[src/rtl/echo_responder_if.sv]
// Method-style FIFO handshake bundle: the responder calls first/deq on the
// request FIFO and enq on the indication FIFO.
interface echo_responder_if #(
    parameter int WIDTH = 32
);
    logic [WIDTH-1:0] in_first;
    logic             in_first__RDY;
    logic             in_deq__RDY;
    logic             in_deq__ENA;
    logic             out_enq__RDY;
    logic             out_enq__ENA;
    logic [WIDTH-1:0] out_enq_v;

    // Valid/ready semantics: an __ENA may only be high in a cycle where its
    // matching __RDY is high; the method takes effect on that CLK rising edge.
    modport master (
        input  in_first, in_first__RDY, in_deq__RDY, out_enq__RDY,
        output in_deq__ENA, out_enq__ENA, out_enq_v
    );

    modport slave (
        output in_first, in_first__RDY, in_deq__RDY, out_enq__RDY,
        input  in_deq__ENA, out_enq__ENA, out_enq_v
    );
endinterface

[src/rtl/echo_responder.sv]
// Expands each request word {N, P} into N reply words {seq, P}, seq = 0..N-1,
// with zero-bubble hand-off between consecutive bursts.
module echo_responder #(
    parameter int WIDTH      = 32,
    parameter int CNT_BITS   = 8,
    parameter int STAT_WIDTH = 16
) (
    input  logic                  CLK,
    input  logic                  nRST,
    echo_responder_if.master      bus,
    output logic                  busy,
    output logic [STAT_WIDTH-1:0] served,
    output logic [STAT_WIDTH-1:0] dropped,
    output logic                  dbg_state
);
    localparam int PW = WIDTH - CNT_BITS;

    typedef enum logic {
        IDLE = 1'b0,
        EMIT = 1'b1
    } state_t;

    state_t                state_q, state_d;
    logic [CNT_BITS-1:0]   cnt_q, cnt_d;
    logic [CNT_BITS-1:0]   seq_q, seq_d;
    logic [PW-1:0]         payload_q, payload_d;
    logic [STAT_WIDTH-1:0] served_q, served_d;
    logic [STAT_WIDTH-1:0] dropped_q, dropped_d;

    logic                  fire;
    logic                  last_fire;
    logic                  take;
    logic [CNT_BITS-1:0]   cnt_m1;
    logic [CNT_BITS-1:0]   req_n;
    logic [PW-1:0]         req_p;

    always_ff @(posedge CLK) begin
        if (!nRST) begin
            state_q   <= IDLE;
            cnt_q     <= '0;
            seq_q     <= '0;
            payload_q <= '0;
            served_q  <= '0;
            dropped_q <= '0;
        end else begin
            state_q   <= state_d;
            cnt_q     <= cnt_d;
            seq_q     <= seq_d;
            payload_q <= payload_d;
            served_q  <= served_d;
            dropped_q <= dropped_d;
        end
    end

    always_comb begin
        state_d   = state_q;
        cnt_d     = cnt_q;
        seq_d     = seq_q;
        payload_d = payload_q;
        served_d  = served_q;
        dropped_d = dropped_q;

        cnt_m1 = cnt_q - CNT_BITS'(1);
        req_n  = bus.in_first[WIDTH-1 -: CNT_BITS];
        req_p  = bus.in_first[PW-1:0];

        // nRST gating keeps both ENAs low during the reset cycle itself.
        fire      = nRST && (state_q == EMIT) && bus.out_enq__RDY;
        last_fire = fire && (seq_q == cnt_m1);
        take      = nRST && bus.in_first__RDY && bus.in_deq__RDY &&
                    ((state_q == IDLE) || last_fire);

        case (state_q)
            IDLE: ;
            EMIT: begin
                if (fire) begin
                    seq_d = seq_q + CNT_BITS'(1);
                    if (last_fire) begin
                        served_d = served_q + STAT_WIDTH'(1);
                        state_d  = IDLE;
                    end
                end
            end
            default: state_d = IDLE;
        endcase

        // A take overrides the end-of-burst return to IDLE, giving back-to-back bursts.
        if (take) begin
            cnt_d     = req_n;
            payload_d = req_p;
            seq_d     = '0;
            if (req_n == '0) begin
                dropped_d = dropped_q + STAT_WIDTH'(1);
                state_d   = IDLE;
            end else begin
                state_d   = EMIT;
            end
        end
    end

    assign bus.in_deq__ENA  = take;
    assign bus.out_enq__ENA = fire;
    assign bus.out_enq_v    = {seq_q, payload_q};
    assign busy             = (state_q == EMIT);
    assign served           = served_q;
    assign dropped          = dropped_q;
    assign dbg_state        = state_q;
endmodule

[src/flat_wrapper.sv]
// flat-port wrapper written by rule: the top's interface ports become plain ports
module echo_responder_flat 
#(
    parameter int WIDTH      = 32,
    parameter int CNT_BITS   = 8,
    parameter int STAT_WIDTH = 16
)
  (CLK, nRST, busy, served, dropped, dbg_state, bus_in_first, bus_in_first__RDY, bus_in_deq__RDY, bus_out_enq__RDY, bus_in_deq__ENA, bus_out_enq__ENA, bus_out_enq_v);
  echo_responder_if #(.WIDTH(WIDTH)) bus_i ();
  input  logic CLK;
  input  logic nRST;
  output logic busy;
  output logic [STAT_WIDTH-1:0] served;
  output logic [STAT_WIDTH-1:0] dropped;
  output logic dbg_state;
  input wire logic [$bits(bus_i.in_first)-1:0] bus_in_first;
  input wire logic [$bits(bus_i.in_first__RDY)-1:0] bus_in_first__RDY;
  input wire logic [$bits(bus_i.in_deq__RDY)-1:0] bus_in_deq__RDY;
  input wire logic [$bits(bus_i.out_enq__RDY)-1:0] bus_out_enq__RDY;
  output wire logic [$bits(bus_i.in_deq__ENA)-1:0] bus_in_deq__ENA;
  output wire logic [$bits(bus_i.out_enq__ENA)-1:0] bus_out_enq__ENA;
  output wire logic [$bits(bus_i.out_enq_v)-1:0] bus_out_enq_v;
  assign bus_i.in_first = bus_in_first;
  assign bus_i.in_first__RDY = bus_in_first__RDY;
  assign bus_i.in_deq__RDY = bus_in_deq__RDY;
  assign bus_i.out_enq__RDY = bus_out_enq__RDY;
  assign bus_in_deq__ENA = bus_i.in_deq__ENA;
  assign bus_out_enq__ENA = bus_i.out_enq__ENA;
  assign bus_out_enq_v = bus_i.out_enq_v;
  echo_responder #(.WIDTH(WIDTH), .CNT_BITS(CNT_BITS), .STAT_WIDTH(STAT_WIDTH)) u_core (.CLK(CLK), .nRST(nRST), .bus(bus_i), .busy(busy), .served(served), .dropped(dropped), .dbg_state(dbg_state));
endmodule
[config.mk]
export PLATFORM = sky130hd
export DESIGN_NAME = echo_responder_flat
export DESIGN_NICKNAME = d
export VERILOG_FILES = /design/src/rtl/echo_responder_if.sv /design/src/rtl/echo_responder.sv /design/src/flat_wrapper.sv
export SDC_FILE = /design/constraint.sdc
export NUM_CORES = 1
export LEC_CHECK = 0
export CORE_MARGIN = 8
export CORE_UTILIZATION = 46
export CTS_CLUSTER_DIAMETER = 40
export DETAILED_ROUTE_END_ITERATION = 7
export PLACE_DENSITY = 0.8
export SYNTH_ARGS = -nofsm -noshare
export SYNTH_HDL_FRONTEND = slang
export SYNTH_SLANG_ARGS = --single-unit
[constraint.sdc]
create_clock -name CLK -period 2.88 [get_ports CLK]
set_input_delay 0.576 -clock CLK [delete_from_list [all_inputs] [get_ports CLK]]
set_output_delay 0.576 -clock CLK [all_outputs]
set_load 0.005 [all_outputs]
Yosys cells after proc, flatten, opt, wreduce, memory -nomap -nowiden. Cells that the tools add are included.

Register bits: 73. Latch bits: 0. Bits in writable memories: 0. ROM bits: 0. Word-level logic and storage cells: 30. Memories: 0.

Add/subtract/negate cells: 4. $mul: 0. Divide/modulo/power cells: 0. Magnitude comparators: 0. Equal/unequal tests: 1. Shifts and indexed selects: 0. Muxes and demuxes: 5. Bitwise logic cells: 2. Reduce and logical (&&, ||, !) cells: 12.

Operators with widths (number): $add 16x1->16 const B (2); $add 8x1->8 const B (1); $eq 8x8->1 (1); $logic_not 8->1 (1); $sub 8x1->8 const B (1); $logic_and 1x1->1 (6); $mux 1 (5); $reduce_and 2->1 (2); $reduce_and 3->1 (1); $not 1->1 (2); $reduce_or 2->1 (1); $logic_or 1x1->1 (1).

Longest topological paths before layout.
Word-level depth: 7. Gate-level depth with buffers: 12. Gate-level depth less buffers: 10.

Worst setup path before layout. Ideal clock, no wire load.

Path type: register to output. From: reg u_core.cnt_q[0]. To: out bus_in_deq__ENA. Arrival time: 2086 ps. Path slack: 218 ps. Stages on the path, launching flop included: 11. Cells stage by stage: dfxtp_1 -> inv_1 -> ha_1 -> o21bai_1 -> a211oi_1 -> o21bai_1 -> a211oi_2 -> nor2_2 -> buf_6 -> clkinv_1 -> clkbuf_1.

Cells in the longest elaborated chain, start to end: 5.

RTL lines: start: declaration (line echo_responder.sv:24) `logic [CNT_BITS-1:0] cnt_q, cnt_d;`; start signal: assignment (line echo_responder.sv:47) `cnt_q <= cnt_d;`; $sub 8x1->8 (line echo_responder.sv:63) `cnt_m1 = cnt_q - CNT_BITS'(1);`; $eq 8x8->1 (line echo_responder.sv:69) `last_fire = fire && (seq_q == cnt_m1);`; $logic_and 1x1->1 (line echo_responder.sv:69); $logic_or 1x1->1 (line echo_responder.sv:71) `((state_q == IDLE) || last_fire);`; $logic_and 1x1->1 (line echo_responder.sv:70) `take = nRST && bus.in_first__RDY && bus.in_deq__RDY &&`; end: declaration (line flat_wrapper.sv:20) `output wire logic [$bits(bus_i.in_deq__ENA)-1:0] bus_in_deq__ENA;`.

No other way between the ends.

Worst setup path in the final report.
From: reg u_core.cnt_q[1]. To: out bus_in_deq__ENA.

Same word-level chain as after synthesis.

==> results.json <==
{
  "routed_wl_um": 8710,
  "path_max_fanout": 6,
  "synth_cell_type_count": 39,
  "r2r-start": "u_core.cnt_q[1]",
  "hold_viol_final": 0,
  "crit_end": "bus_in_deq__ENA",
  "min_from": "u_core.payload_q[12]",
  "diodes": 0,
  "die_x_um": 100,
  "start_util_pct": 47.8,
  "wl_per_cell_um": 14.3,
  "fin_crit_sh_pct": 94.4,
  "p_leak_nw": 1.82,
  "cp_slowest_cell": "dfxtp_1",
  "max-vdd-ir-drop_uv": 236,
  "crit_buf_inv": 3,
  "cp.arrival_ps": 2140,
  "cp-end-kind": "primary output",
  "synth_cells": 397,
  "gp_congestion": 0.865,
  "grt_usage_pct": 17.9,
  "drc": 0,
  "cts_tree": "built",
  "num_vias": 3111,
  "fmax_ghz": 0.368,
  "synth_nets": 438,
  "portBuffers": 104,
  "ios": 105,
  "cts_buffer_depth": 2,
  "maxCapViolCount": 0,
  "synthTopCellsByArea": "dfxtp_1 45%, nand2_1 9.3%, nand3_1 5.8%, xor2_1 5.6%, nor2_1 3.6%",
  "synth_area_per_cell_um2": 8.22,
  "r2r-end": "u_core.dropped[10]",
  "core_area_um2": 6830,
  "dp_hpwl_um": 6340,
  "slowest_delay_ps": 340,
  "fp-row-count": 30,
  "ys.flop_type": "dfxtp_1",
  "min_period_ps": 2720,
  "async_flop_share_pct": 0,
  "placed_cells": 591,
  "hold_slack_ps": 454,
  "grt_pass1_wl_um": 14600,
  "power.density_nw_per_um2": 426,
  "globalRouteOverflowTotal": 0,
  "maxSlewViolCount": 0,
  "final_cell_mix": "103 x clkdlybuf4s50_1, 81 x nand2_1, 73 x dfxtp_1",
  "antenna_found_initial": 0,
  "ant_nets": 0,
  "fill_cells": 576,
  "reg2reg_slack_ps": 210,
  "layout.nets": 549,
  "finalSetupTns_ps": 0,
  "r2r_cells": 10,
  "synth.largest_area_cell": "dfxtp_1",
  "crit_start": "u_core.cnt_q[1]",
  "worst_slew_pin_slew_ps": 458,
  "start_kind": "flip-flop",
  "status": "finished clean",
  "synth_area_um2": 3260,
  "min_path_type": "reg -> reg",
  "power.total_w": 0.00198,
  "layout-drive-gt1-share_pct": 8.01,
  "finalSetupViolCount": 0,
  "relSlewSlack_pct": 69.4,
  "synth_edf_count": 0,
  "clock_skew_ps": 10.1,
  "die-height_um": 100,
  "fin_util_pct": 68.0,
  "synth.top_cell.area_share_pct": 44.8,
  "cts.sinks": 73,
  "ys_seq_elements": 73,
  "yosys_warnings": 0,
  "drt_iter0_drc": 134,
  "grt_max_degree": 51,
  "seq_area_frac_synth_pct": 44.8,
  "final_common_cell": "clkdlybuf4s50_1",
  "first_pass_iters": 4,
  "grt_pass1_vias": 3027,
  "htree_levels": 3,
  "instances_no_fill": 608,
  "crit_chain": "inv_1 > ha_2 > o21bai_1 > a211oi_2 > o21bai_1 > a211oi_2 > nor2_4 > clkinv_1 > clkbuf_2",
  "critical_path_depth": 9,
  "critPathTopFamily": "compound AO/OA/AOI/OAI gates",
  "clk_transition_reported_paths_ps": 80,
  "syn_to_final_growth_pct": 42.4,
  "path_class": "reg -> out",
  "viasPerCell": 5.12,
  "cts_buffers": 9,
  "dieArea_um2": 10000,
  "cp.required_ps": 2300,
  "rsz0062_at_grt": "no",
  "root_buffer": "clkbuf_8",
  "insertion_delay_ps": 350
}
-- cells in the mapped netlist (3+ instances only) --
cell and instances:
o21bai_1 3, nand2b_1 5, nand2_1 81, xnor2_1 12
xor2_1 21, ha_1 4, buf_2 4, dfxtp_1 73
and3_1 11, inv_1 5, nand3_1 38, and4_1 5
and2_1 3, o31ai_1 9, clkbuf_1 14, o211ai_1 3
nor3_1 3, nand4_1 9, or4_1 6, o21ai_0 13
or3_1 5, mux2i_1 4, nor2_1 31, a21oi_1 15
nor4_1 3
-- logic make-up (layout without fill, tap and decap cells) --
family | count (synthesis) | count (layout) | share of synthesized area [%]
xor gates and xnor gates | 33 | 33 | 8.86
AOI/OAI and AO/OA | 49 | 49 | 9.28
muxes | 4 | 4 | 1.23
adders and majority gates | 4 | 4 | 1.53
buffers and inverters | 28 | 143 | 3.72
DFF | 73 | 73 | 44.8
and+or+nand+nor | 206 | 206 | 30.6
-- metal layers --
metal	vias to the layer above	wire (um)	global-route usage, %
met5	-	0	0
met4	0	104	7.33
met3	11	1040	9.13
met2	100	3880	27.5
met1	1408	3680	20.4
li1	1592	-	-
-- repair_timing --
item	4_1_cts	5_1_grt
setup endpoints to repair	1	1
pin swaps	2	1
hold buffers	0	0
resized for setup	4	2
hold endpoints to repair	0	0
buffers inserted	1	1
-- per-stage QoR --
| step | instance area [um2] | setup slack (ps) |
|---|---|---|
| 2_1_floorplan | 3260 | 218 |
| 3_3_place_gp | 4460 | -217 |
| 3_5_place_dp | 4460 | -218 |
| 4_1_cts | 4640 | 35.2 |
| 5_1_grt | 4650 | 40.6 |
| 6_report | 4650 | 161 |
-- registers in the layout (all words and copies together), names as in the netlist --
register	count
u_core.cnt_q	8
u_core.payload_q	24
u_core.served	16
u_core.seq_q	8
u_core.dropped	16
u_core.busy	1
-- where the power goes --
group / internal (W) / switching [W]
combinational: 0.000124 / 0.0000963
clock: 0.000328 / 0.000378
sequential: 0.00103 / 0.0000181
total: 0.00149 / 0.000492
-- worst min-delay path: cells and delay by family (launching register included) --
| kind | cells | cell delay (ps) |
|---|---|---|
| flops | 1 | 310 |
| simple gates | 2 | 100 |
-- area by class of cell --
class / instances / area (um2) / share of cell area (%)
multi-input cells: 296 / 1700 / 36.6
flip-flops and latches: 73 / 1460 / 31.4
repair buffers: 122 / 1170 / 25.2
clock buffers: 10 / 138 / 2.96
well taps: 96 / 120 / 2.58
clock inverters: 5 / 32.5 / 0.700
inverters: 6 / 22.5 / 0.485
-- worst min-delay path by stage --
stage	endpoint	slack (ps)	cells past startpoint
floorplan	u_core.cnt_q[7]	450	2
global placement	u_core.payload_q[2]	440	2
detailed placement	u_core.payload_q[14]	440	2
CTS	u_core.payload_q[19]	460	2
global route	u_core.payload_q[5]	470	2
finish	u_core.payload_q[12]	450	2
Power figures use the tool's default switching activity.
